<file path="src/rtl/tt_pkg.sv">
// Shared types and constants for the Turing Tumble ball launcher:
// launcher state, ball colour, default magazine size and event bit positions.
package tt_pkg;

  typedef enum logic [1:0] {
    IDLE     = 2'd0,
    LAUNCH_B = 2'd1,
    LAUNCH_R = 2'd2,
    FLIGHT   = 2'd3
  } launch_state_t;

  typedef enum logic {
    BLUE = 1'b0,
    RED  = 1'b1
  } colour_t;

  localparam int DEFAULT_BALLS = 8;
  localparam int DEFAULT_CNT_W = 8;

  // Bit positions of the rising-edge event vector.
  localparam int EV_START_BLUE = 0;
  localparam int EV_START_RED  = 1;
  localparam int EV_LEVER_L    = 2;
  localparam int EV_LEVER_R    = 3;
  localparam int EV_INTERCEPT  = 4;
  localparam int EV_W          = 5;

  function automatic launch_state_t launch_of(colour_t c);
    return (c == BLUE) ? LAUNCH_B : LAUNCH_R;
  endfunction

endpackage

</file>
<file path="src/rtl/ball_launcher_if.sv">
// Signal bundle between the board and the ball launcher, including the
// launcher state exposed for observation.
interface ball_launcher_if #(
  parameter int CNT_W = 8
);
  import tt_pkg::*;

  // Handshake: every input is a level sampled on clk with no ready/backpressure;
  // start/lever/intercept act on their rising edges, refill acts on its level.
  // o_left/o_right are single-cycle strobes with no acknowledge.
  logic             start_blue;
  logic             start_red;
  logic             lever_left;
  logic             lever_right;
  logic             intercept;
  logic             refill;
  logic             o_left;
  logic             o_right;
  logic [CNT_W-1:0] blue_cnt;
  logic [CNT_W-1:0] red_cnt;
  logic             busy;
  logic             starved;
  launch_state_t    state;

  modport master (
    output start_blue, start_red, lever_left, lever_right, intercept, refill,
    input  o_left, o_right, blue_cnt, red_cnt, busy, starved, state
  );

  modport slave (
    input  start_blue, start_red, lever_left, lever_right, intercept, refill,
    output o_left, o_right, blue_cnt, red_cnt, busy, starved, state
  );

endinterface

</file>
<file path="src/rtl/tt_edge_detect.sv">
// Registered rising-edge detector. History resets to 0, so an input already
// high when reset releases is reported as an edge on the first clock.
module tt_edge_detect #(
  parameter int W = 1
) (
  input  logic         clk,
  input  logic         rst,
  input  logic [W-1:0] d,
  output logic [W-1:0] rise
);

  logic [W-1:0] hist;

  always_ff @(posedge clk or posedge rst) begin
    if (rst) begin
      hist <= '0;
      rise <= '0;
    end else begin
      hist <= d;
      rise <= d & ~hist;
    end
  end

endmodule

</file>
<file path="src/rtl/ball_launcher.sv">
// Ball source at the top of the board: two magazines, one ball in flight,
// lever events request the next ball, interceptor catch or empty magazine stops.
module ball_launcher
  import tt_pkg::*;
#(
  parameter int BLUE_BALLS = DEFAULT_BALLS,
  parameter int RED_BALLS  = DEFAULT_BALLS,
  parameter int CNT_W      = DEFAULT_CNT_W
) (
  input logic            clk,
  input logic            rst,
  ball_launcher_if.slave bus
);

  localparam logic [CNT_W-1:0] BLUE_INIT = CNT_W'(BLUE_BALLS);
  localparam logic [CNT_W-1:0] RED_INIT  = CNT_W'(RED_BALLS);
  localparam logic [CNT_W-1:0] CNT_ONE   = CNT_W'(1);

  logic [EV_W-1:0] ev_raw;
  logic [EV_W-1:0] ev;

  launch_state_t    state;
  launch_state_t    next_state;
  logic             starve_set;
  logic             req_valid;
  colour_t          req_col;
  logic             req_has_ball;

  logic [CNT_W-1:0] blue_cnt_q;
  logic [CNT_W-1:0] red_cnt_q;
  logic             starved_q;
  logic             o_left_q;
  logic             o_right_q;
  logic             busy_q;
  logic             o_left_d;
  logic             o_right_d;
  logic             busy_d;

  assign ev_raw[EV_START_BLUE] = bus.start_blue;
  assign ev_raw[EV_START_RED]  = bus.start_red;
  assign ev_raw[EV_LEVER_L]    = bus.lever_left;
  assign ev_raw[EV_LEVER_R]    = bus.lever_right;
  assign ev_raw[EV_INTERCEPT]  = bus.intercept;

  tt_edge_detect #(
    .W(EV_W)
  ) u_edge (
    .clk  (clk),
    .rst  (rst),
    .d    (ev_raw),
    .rise (ev)
  );

  // State register plus the registered Moore outputs derived from next_state.
  always_ff @(posedge clk or posedge rst) begin
    if (rst) begin
      state     <= IDLE;
      o_left_q  <= 1'b0;
      o_right_q <= 1'b0;
      busy_q    <= 1'b0;
    end else begin
      state     <= next_state;
      o_left_q  <= o_left_d;
      o_right_q <= o_right_d;
      busy_q    <= busy_d;
    end
  end

  // Next-state: at most one colour is requested per cycle; blue/left wins ties.
  always_comb begin
    next_state   = state;
    starve_set   = 1'b0;
    req_valid    = 1'b0;
    req_col      = BLUE;
    req_has_ball = 1'b0;
    case (state)
      IDLE: begin
        if (!bus.refill) begin
          req_valid = ev[EV_START_BLUE] | ev[EV_START_RED];
          req_col   = ev[EV_START_BLUE] ? BLUE : RED;
        end
      end
      LAUNCH_B, LAUNCH_R: begin
        next_state = FLIGHT;
      end
      FLIGHT: begin
        if (ev[EV_INTERCEPT]) begin
          next_state = IDLE;
        end else begin
          req_valid = ev[EV_LEVER_L] | ev[EV_LEVER_R];
          req_col   = ev[EV_LEVER_L] ? BLUE : RED;
        end
      end
      default: begin
        next_state = IDLE;
      end
    endcase

    req_has_ball = (req_col == BLUE) ? (blue_cnt_q != '0) : (red_cnt_q != '0);
    if (req_valid) begin
      if (req_has_ball) begin
        next_state = launch_of(req_col);
      end else begin
        next_state = IDLE;
        starve_set = 1'b1;
      end
    end
  end

  always_comb begin
    o_left_d  = (next_state == LAUNCH_B);
    o_right_d = (next_state == LAUNCH_R);
    busy_d    = (next_state == FLIGHT);
  end

  // Magazines: reload only while idle; a decrement closes each launch cycle.
  always_ff @(posedge clk or posedge rst) begin
    if (rst) begin
      blue_cnt_q <= BLUE_INIT;
      red_cnt_q  <= RED_INIT;
      starved_q  <= 1'b0;
    end else begin
      if ((state == IDLE) && bus.refill) begin
        blue_cnt_q <= BLUE_INIT;
        red_cnt_q  <= RED_INIT;
        starved_q  <= 1'b0;
      end else begin
        if (starve_set) begin
          starved_q <= 1'b1;
        end
        if ((state == LAUNCH_B) && (blue_cnt_q != '0)) begin
          blue_cnt_q <= blue_cnt_q - CNT_ONE;
        end
        if ((state == LAUNCH_R) && (red_cnt_q != '0)) begin
          red_cnt_q <= red_cnt_q - CNT_ONE;
        end
      end
    end
  end

  assign bus.o_left   = o_left_q;
  assign bus.o_right  = o_right_q;
  assign bus.busy     = busy_q;
  assign bus.starved  = starved_q;
  assign bus.blue_cnt = blue_cnt_q;
  assign bus.red_cnt  = red_cnt_q;
  assign bus.state    = state;

endmodule
</file>
<file path="src/flat_wrapper.sv">
// flat-port wrapper written by rule: the top's interface ports become plain ports
module ball_launcher_flat import tt_pkg::*;
#(
  parameter int BLUE_BALLS = DEFAULT_BALLS,
  parameter int RED_BALLS  = DEFAULT_BALLS,
  parameter int CNT_W      = DEFAULT_CNT_W
)
  (clk, rst, bus_start_blue, bus_start_red, bus_lever_left, bus_lever_right, bus_intercept, bus_refill, bus_o_left, bus_o_right, bus_blue_cnt, bus_red_cnt, bus_busy, bus_starved, bus_state);
  ball_launcher_if #(.CNT_W(CNT_W)) bus_i ();
  input logic clk;
  input logic rst;
  input wire logic [$bits(bus_i.start_blue)-1:0] bus_start_blue;
  input wire logic [$bits(bus_i.start_red)-1:0] bus_start_red;
  input wire logic [$bits(bus_i.lever_left)-1:0] bus_lever_left;
  input wire logic [$bits(bus_i.lever_right)-1:0] bus_lever_right;
  input wire logic [$bits(bus_i.intercept)-1:0] bus_intercept;
  input wire logic [$bits(bus_i.refill)-1:0] bus_refill;
  output wire logic [$bits(bus_i.o_left)-1:0] bus_o_left;
  output wire logic [$bits(bus_i.o_right)-1:0] bus_o_right;
  output wire logic [$bits(bus_i.blue_cnt)-1:0] bus_blue_cnt;
  output wire logic [$bits(bus_i.red_cnt)-1:0] bus_red_cnt;
  output wire logic [$bits(bus_i.busy)-1:0] bus_busy;
  output wire logic [$bits(bus_i.starved)-1:0] bus_starved;
  output wire logic [$bits(bus_i.state)-1:0] bus_state;
  assign bus_i.start_blue = bus_start_blue;
  assign bus_i.start_red = bus_start_red;
  assign bus_i.lever_left = bus_lever_left;
  assign bus_i.lever_right = bus_lever_right;
  assign bus_i.intercept = bus_intercept;
  assign bus_i.refill = bus_refill;
  assign bus_o_left = bus_i.o_left;
  assign bus_o_right = bus_i.o_right;
  assign bus_blue_cnt = bus_i.blue_cnt;
  assign bus_red_cnt = bus_i.red_cnt;
  assign bus_busy = bus_i.busy;
  assign bus_starved = bus_i.starved;
  assign bus_state = bus_i.state;
  ball_launcher #(.BLUE_BALLS(BLUE_BALLS), .RED_BALLS(RED_BALLS), .CNT_W(CNT_W)) u_core (.clk(clk), .rst(rst), .bus(bus_i));
endmodule
</file>
<file path="config.mk">
export PLATFORM = sky130hd
export DESIGN_NAME = ball_launcher_flat
export DESIGN_NICKNAME = d
export VERILOG_FILES = /design/src/rtl/tt_pkg.sv /design/src/rtl/ball_launcher_if.sv /design/src/rtl/tt_edge_detect.sv /design/src/rtl/ball_launcher.sv /design/src/flat_wrapper.sv
export SDC_FILE = /design/constraint.sdc
export NUM_CORES = 1
export LEC_CHECK = 0
export BUFFER_PORTS_ARGS = -buffer_cell sky130_fd_sc_hd__buf_2
export CAP_MARGIN = 25
export CORE_AREA = 5 5 74 76
export DETAILED_ROUTE_END_ITERATION = 10
export DIE_AREA = 0 0 79 81
export SLEW_MARGIN = 20
export SYNTH_ARGS = -nofsm -noshare
export SYNTH_HDL_FRONTEND = slang
export SYNTH_HIERARCHICAL = 1
export SYNTH_SLANG_ARGS = --single-unit
</file>
<file path="constraint.sdc">
create_clock -name clk -period 2.35 [get_ports clk]
set_clock_uncertainty 0.05 [all_clocks]
set_input_delay 0.1175 -clock clk [delete_from_list [all_inputs] [get_ports clk]]
set_output_delay 0.1175 -clock clk [all_outputs]
set_load 0.02 [all_outputs]
</file>
==> After elaboration in Yosys (flattened, before gate mapping) <==
Index checks and enable logic that the tools add are counted.
{ "op_classes": {"n_bitwise": 4, "n_addsub": 2, "n_reduce_logical": 10, "n_mux": 22, "eq_ne": 6} }
{ "op_table": {"columns": ["cell", "count"], "rows": [
  ["$mux W8", 4],
  ["$reduce_bool A8 Y1", 2],
  ["$sub A8 B1 Y8 const B", 2],
  ["$mux W1", 11],
  ["$eq A2 B2 Y1 const B", 4],
  ["$mux W2", 4],
  ["$reduce_bool A2 Y1", 3],
  ["$and A5 B5 Y5", 1],
  ["$not A5 Y5", 1],
  ["$eq A2 B1 Y1 const B", 2],
  ["$pmux W1 S2", 2],
  ["$pmux W2 S2", 1],
  ["$logic_and A1 B1 Y1", 3],
  ["$logic_not A2 Y1", 1],
  ["$or A1 B1 Y1", 2],
  ["$reduce_or A2 Y1", 1]
]} }
{ "totals": {"output_inout_bits": 22, "register_bits": 32} }

==> Longest topological paths before layout <==
{ "logic_depth": {"word_depth": 8, "ltp_mapped": 6, "depth_no_buf": 6} }

==> Modules after synthesis <==
The synthesis kept the hierarchy.
{ "by_module_without_submodules": {"columns": ["mod", "cells_per_inst", "instances", "area_each_um2", "seq_area_each_um2"], "rows": [
  ["ball_launcher", 130, 1, 1302.5, 553.0],
  ["tt_edge_detect", 16, 1, 322.8, 250.2]
]} }

==> Least setup slack after synthesis <==
No wires, ideal clock.
{ "synth_timing": {"path_kind": "register -> register", "from": "register u_core.blue_cnt_q[0] (netlist: u_core/bus.blue_cnt[0])", "to": "register u_core.blue_cnt_q[1] (netlist: u_core/bus.blue_cnt[1])", "arrival_time_ns": 1.869, "path_slack_ns": 0.359, "stages_incl_launch_ff": 7, "setup_time_ns": 0.072, "synth_period_minus_slack_ns": 1.991, "cell_sequence": "dfrtp_1 -> inv_1 -> ha_1 -> or3b_2 -> o21ai_2 -> mux2_2 -> nor2_1"} }
{ "synth_between": {"elab_chain_len": 3} }
{ "synth_rtl": {"columns": ["element", "line", "source"], "rows": [
  ["start: declaration", "ball_launcher.sv:29", "logic [CNT_W-1:0] blue_cnt_q;"],
  ["start signal: assignment", "ball_launcher.sv:132", "blue_cnt_q <= blue_cnt_q - CNT_ONE;"],
  ["$sub A8 B1 Y8 or $reduce_bool A8 Y1 (tied branches)", "ball_launcher.sv:132, ball_launcher.sv:131", null],
  ["$mux W8 or $logic_and A1 B1 Y1 (tied branches)", "ball_launcher.sv:131", "if ((state == LAUNCH_B) && (blue_cnt_q != '0)) begin"],
  ["$mux W8 or $reduce_bool A2 Y1 (tied branches)", null, null]
]} }
Parallel ways exist; a longest one is shown, timed or not. The select of a mux whose other input is x is not followed.
A chain may end at the register's enable or synchronous reset.

==> Worst setup path in the final report <==
Ends and elaborated chain as after synthesis.

==> impl_metrics.csv <==
group,metric,value,unit
sta,fin_crit,2.02,ns
critical_path,critPathLaunchType,"flop",
clock_network,clkTransAtPathRegs,0.06,ns
synthesis,synth_edf_count,0,
cells_and_area,diodes,0,
clock_network,root_buffer,"clkbuf_8",
synthesis,syn_nets,162,
synthesis,yosysSeqAreaShare,49.4,%
routing,vias,1202,
place,dp.cells,228,
floorplan,start_util,34.9,%
floorplan,core,4660,sq um
routing,drtPass1Iterations,4,
sta,hold_viol,0,
routing,via_per_inst,4.99,
place,gp_congestion,0.829,
routing,wl_per_cell,13.7,um
min_path,min_path_type,"primary input to flop",
critical_path,reg2reg_depth,6,
grt,grt_pass1_wl,5.53,mm
critical_path,critPathKind,"flop to flop",
sta,setup_viol,0,
place,io_buffer_count,29,
floorplan,die_area,6400,sq um
synthesis,synth_ff_type,"dfrtp_1",
clock_network,cts_max_level,2,
critical_path,worst-path-buf-inv,1,
power_and_ir_drop,powerDensity,1380,nW/um^2
grt,antenna_found_initial,0,
synthesis,yosys_warnings,6,
power_and_ir_drop,p_leak,0.937,nW
critical_path,required,2.50,ns
sta,fin_setup_tns,0,ns
routing,met1_length,1.49,mm
critical_path,crit_cells,6,
floorplan,die_y,81,um
cells_and_area,layout.nets,203,
min_path,whs_path_depth,3,
clock_network,numCtsBuffers,5,
outcome,status,"finished clean",
clock_network,cts_tree,"yes",
synthesis,ys_types,43,
floorplan,io_pins,30,
floorplan,die_x,79,um
critical_path,crit_chain,"inv_1, ha_1, or3b_2, o21ai_2, mux2_2, nor2_1",
grt,grt_pass1_vias,1193,
routing,top_layer,"met4",
sta,relSlewSlack,43.7,%
critical_path,crit_family,"simple AND/OR/NAND/NOR gates",
critical_path,worst_path_largest_cell_delay,0.52,ns
clock_network,clk_latency,0.27,ns
cells_and_area,final_cells,241,
synthesis,syn_area_per_cell,11.1,sq um
routing,wl_met3,200,um
sta,worstMarginPinSlew,0.843,ns
grt,grt_util_all_layers,11.1,%
routing,dr_wl_met2,1.59,mm
cells_and_area,layout-drive-gt1-share,29.4,%
clock_network,ctsLongestPathBuffers,2,
critical_path,end_kind,"flop",
cells_and_area,final_area,1970,sq um
synthesis,ys_async_sr_fraction,100,%
power_and_ir_drop,vdd_drop_max,0.462,mV
critical_path,cp_data_arrival_time,2.17,ns
sta,fmax,495,MHz
routing,drt_iter0_drc,44,
sta,slew_viol_final,0,
routing,postRouteAntennaNets,0,
sta,rsz0062_at_grt,"no",
floorplan,row_count,25,
sta,post-route-period-util,86.0,%
grt,overflow,0,
flow_run,cap_violations,0,
grt,grt_max_degree,23,
critical_path,path_max_fanout,6,
place,place_area,1830,sq um
routing,drc_errors,0,
routing,totalWireLength,3.31,mm
synthesis,synth_seq_cells,32,
synthesis,syn_area,1630,sq um
place,dp_hpwl,2.42,mm
clock_network,cts_sinks,32,
cells_and_area,synthToLayoutAreaGrowth,21.1,%
critical_path,crit_slowest_cell,"or3b_2",
synthesis,syn_inst,146,
-- sequential cells by signal, indices dropped and copies added, names as in the netlist --
register	flops
u_core/bus.blue_cnt	8
u_core/bus.busy	1
u_core/bus.o_left	1
u_core/bus.o_right	1
u_core/bus.red_cnt	8
u_core/bus.starved	1
u_core/bus.state	2
u_core/u_edge/hist	5
u_core/u_edge/rise	5
-- cell usage after synthesis (all sizes together) (2+ instances only) --
cell type / instances / share of area [%]
nand4: 2 / 0.77
or3b: 2 / 1.1
or4: 3 / 1.9
xnor2: 2 / 1.1
o211ai: 6 / 3.6
nand2: 7 / 1.6
inv: 8 / 1.8
or2: 2 / 0.77
nor2b: 6 / 4.6
or3: 3 / 1.2
dfrtp: 30 / 46
nand2b: 3 / 1.2
mux2i: 2 / 1.2
ha: 8 / 6.2
o31ai: 2 / 0.92
and2: 2 / 0.77
o21bai: 2 / 0.92
dfstp: 2 / 3.2
a21oi: 7 / 2.2
nor2: 15 / 3.5
xor2: 6 / 3.2
nor3: 2 / 0.62
or4b: 3 / 1.8
o21ai: 8 / 2.9
-- report_power, final --
part	internal, W	total (W)	switching, W
sequential	0.000745	0.000940	0.000195
clock	0.000201	0.000381	0.000181
combinational	0.000554	0.00139	0.000836
total	0.00150	0.00271	0.00121
-- path summary, 6_finish.rpt --
path	start	end	slack [ns]
worst max-delay path	u_core/bus.blue_cnt[0]	u_core/bus.blue_cnt[1]	0.33
worst min-delay path	bus_refill	u_core/bus.red_cnt[3]	0.1
worst max register to register	u_core/bus.blue_cnt[0]	u_core/bus.blue_cnt[1]	0.33
worst min register to register	u_core/u_edge/hist[1]	u_core/u_edge/rise[1]	0.39
max in group asynchronous	rst	u_core/bus.blue_cnt[1]	1.20
min in group asynchronous	rst	u_core/u_edge/hist[0]	0.33
-- logic make-up after synthesis --
logic type	after synthesis	share of synthesized area, %
AOI/OAI and AO/OA	31	13.5
xor gates and xnor gates	8	4.31
buffers and inverters	10	2.77
adders and majority gates	8	6.16
muxes	3	1.92
and+or+nand+nor	54	21.9
DFF	32	49.4
-- final cells by class --
class / count / area (sq um)
clock buffer: 6 / 72.6
clock inverter: 1 / 5.00
fill: 461 / 2690
inverter: 8 / 30.0
multi-input combinational: 104 / 777
sequential: 32 / 803
tap: 54 / 67.6
timing repair buffer: 36 / 213
-- per-stage QoR --
step                      utilization (%)  total power, W  setup WS [ns]  hold WS (ns)
after CTS                            42.2         0.00275          0.333        0.0856
final                                42.2         0.00271          0.329        0.0979
after detailed placement             39.3         0.00235          0.346        0.0751
after global placement               39.3         0.00234          0.379        0.0690
after global routing                 42.2         0.00295          0.211         0.101
after floorplan                         -         0.00196          0.359       -0.0923
-- metal layers --
layer	global-route usage (%)	up-vias
met5	0	-
met2	18.1	31
met3	3.55	5
li1	-	598
met4	3.61	0
met1	13.9	568
-- repair_timing --
item / 4_1_cts / 5_1_grt
endpoints found under the setup margin: 0 / 0
buffers inserted: 0 / 0
resized for setup: 0 / 0
endpoints found under the hold margin: 15 / 0
hold buffers: 6 / 0
-- tightest hold or removal path, cell delays in order --
cell and delay [ns]:
buf_2 0.11, nand2_1 0.12, nand2_1 0.06
-- cell usage in the layout, fill, tap and decap left out, drive strengths merged --
cell type	netlist	final
a21boi	1	1
a21o	1	1
a21oi	7	7
a41o	1	1
and2	2	2
buf	1	30
clkbuf	1	6
clkinv	0	1
dfrtp	30	30
dfstp	2	2
dlygate4sd3	0	6
ha	8	8
inv	8	8
mux2	1	1
mux2i	2	2
nand2	7	7
nand2b	3	3
nand4	2	2
nand4b	1	1
nor2	15	15
nor2b	6	6
nor3	2	2
nor4	1	1
nor4b	1	1
nor4bb	1	1
o211ai	6	6
o21ai	8	8
o21bai	2	2
o22a	1	1
o22ai	1	1
o31ai	2	2
o41ai	1	1
or2	2	2
or3	3	3
or3b	2	2
or4	3	3
or4b	3	3
xnor2	2	2
xor2	6	6
Note: power is estimated with default switching activity, not from simulation.
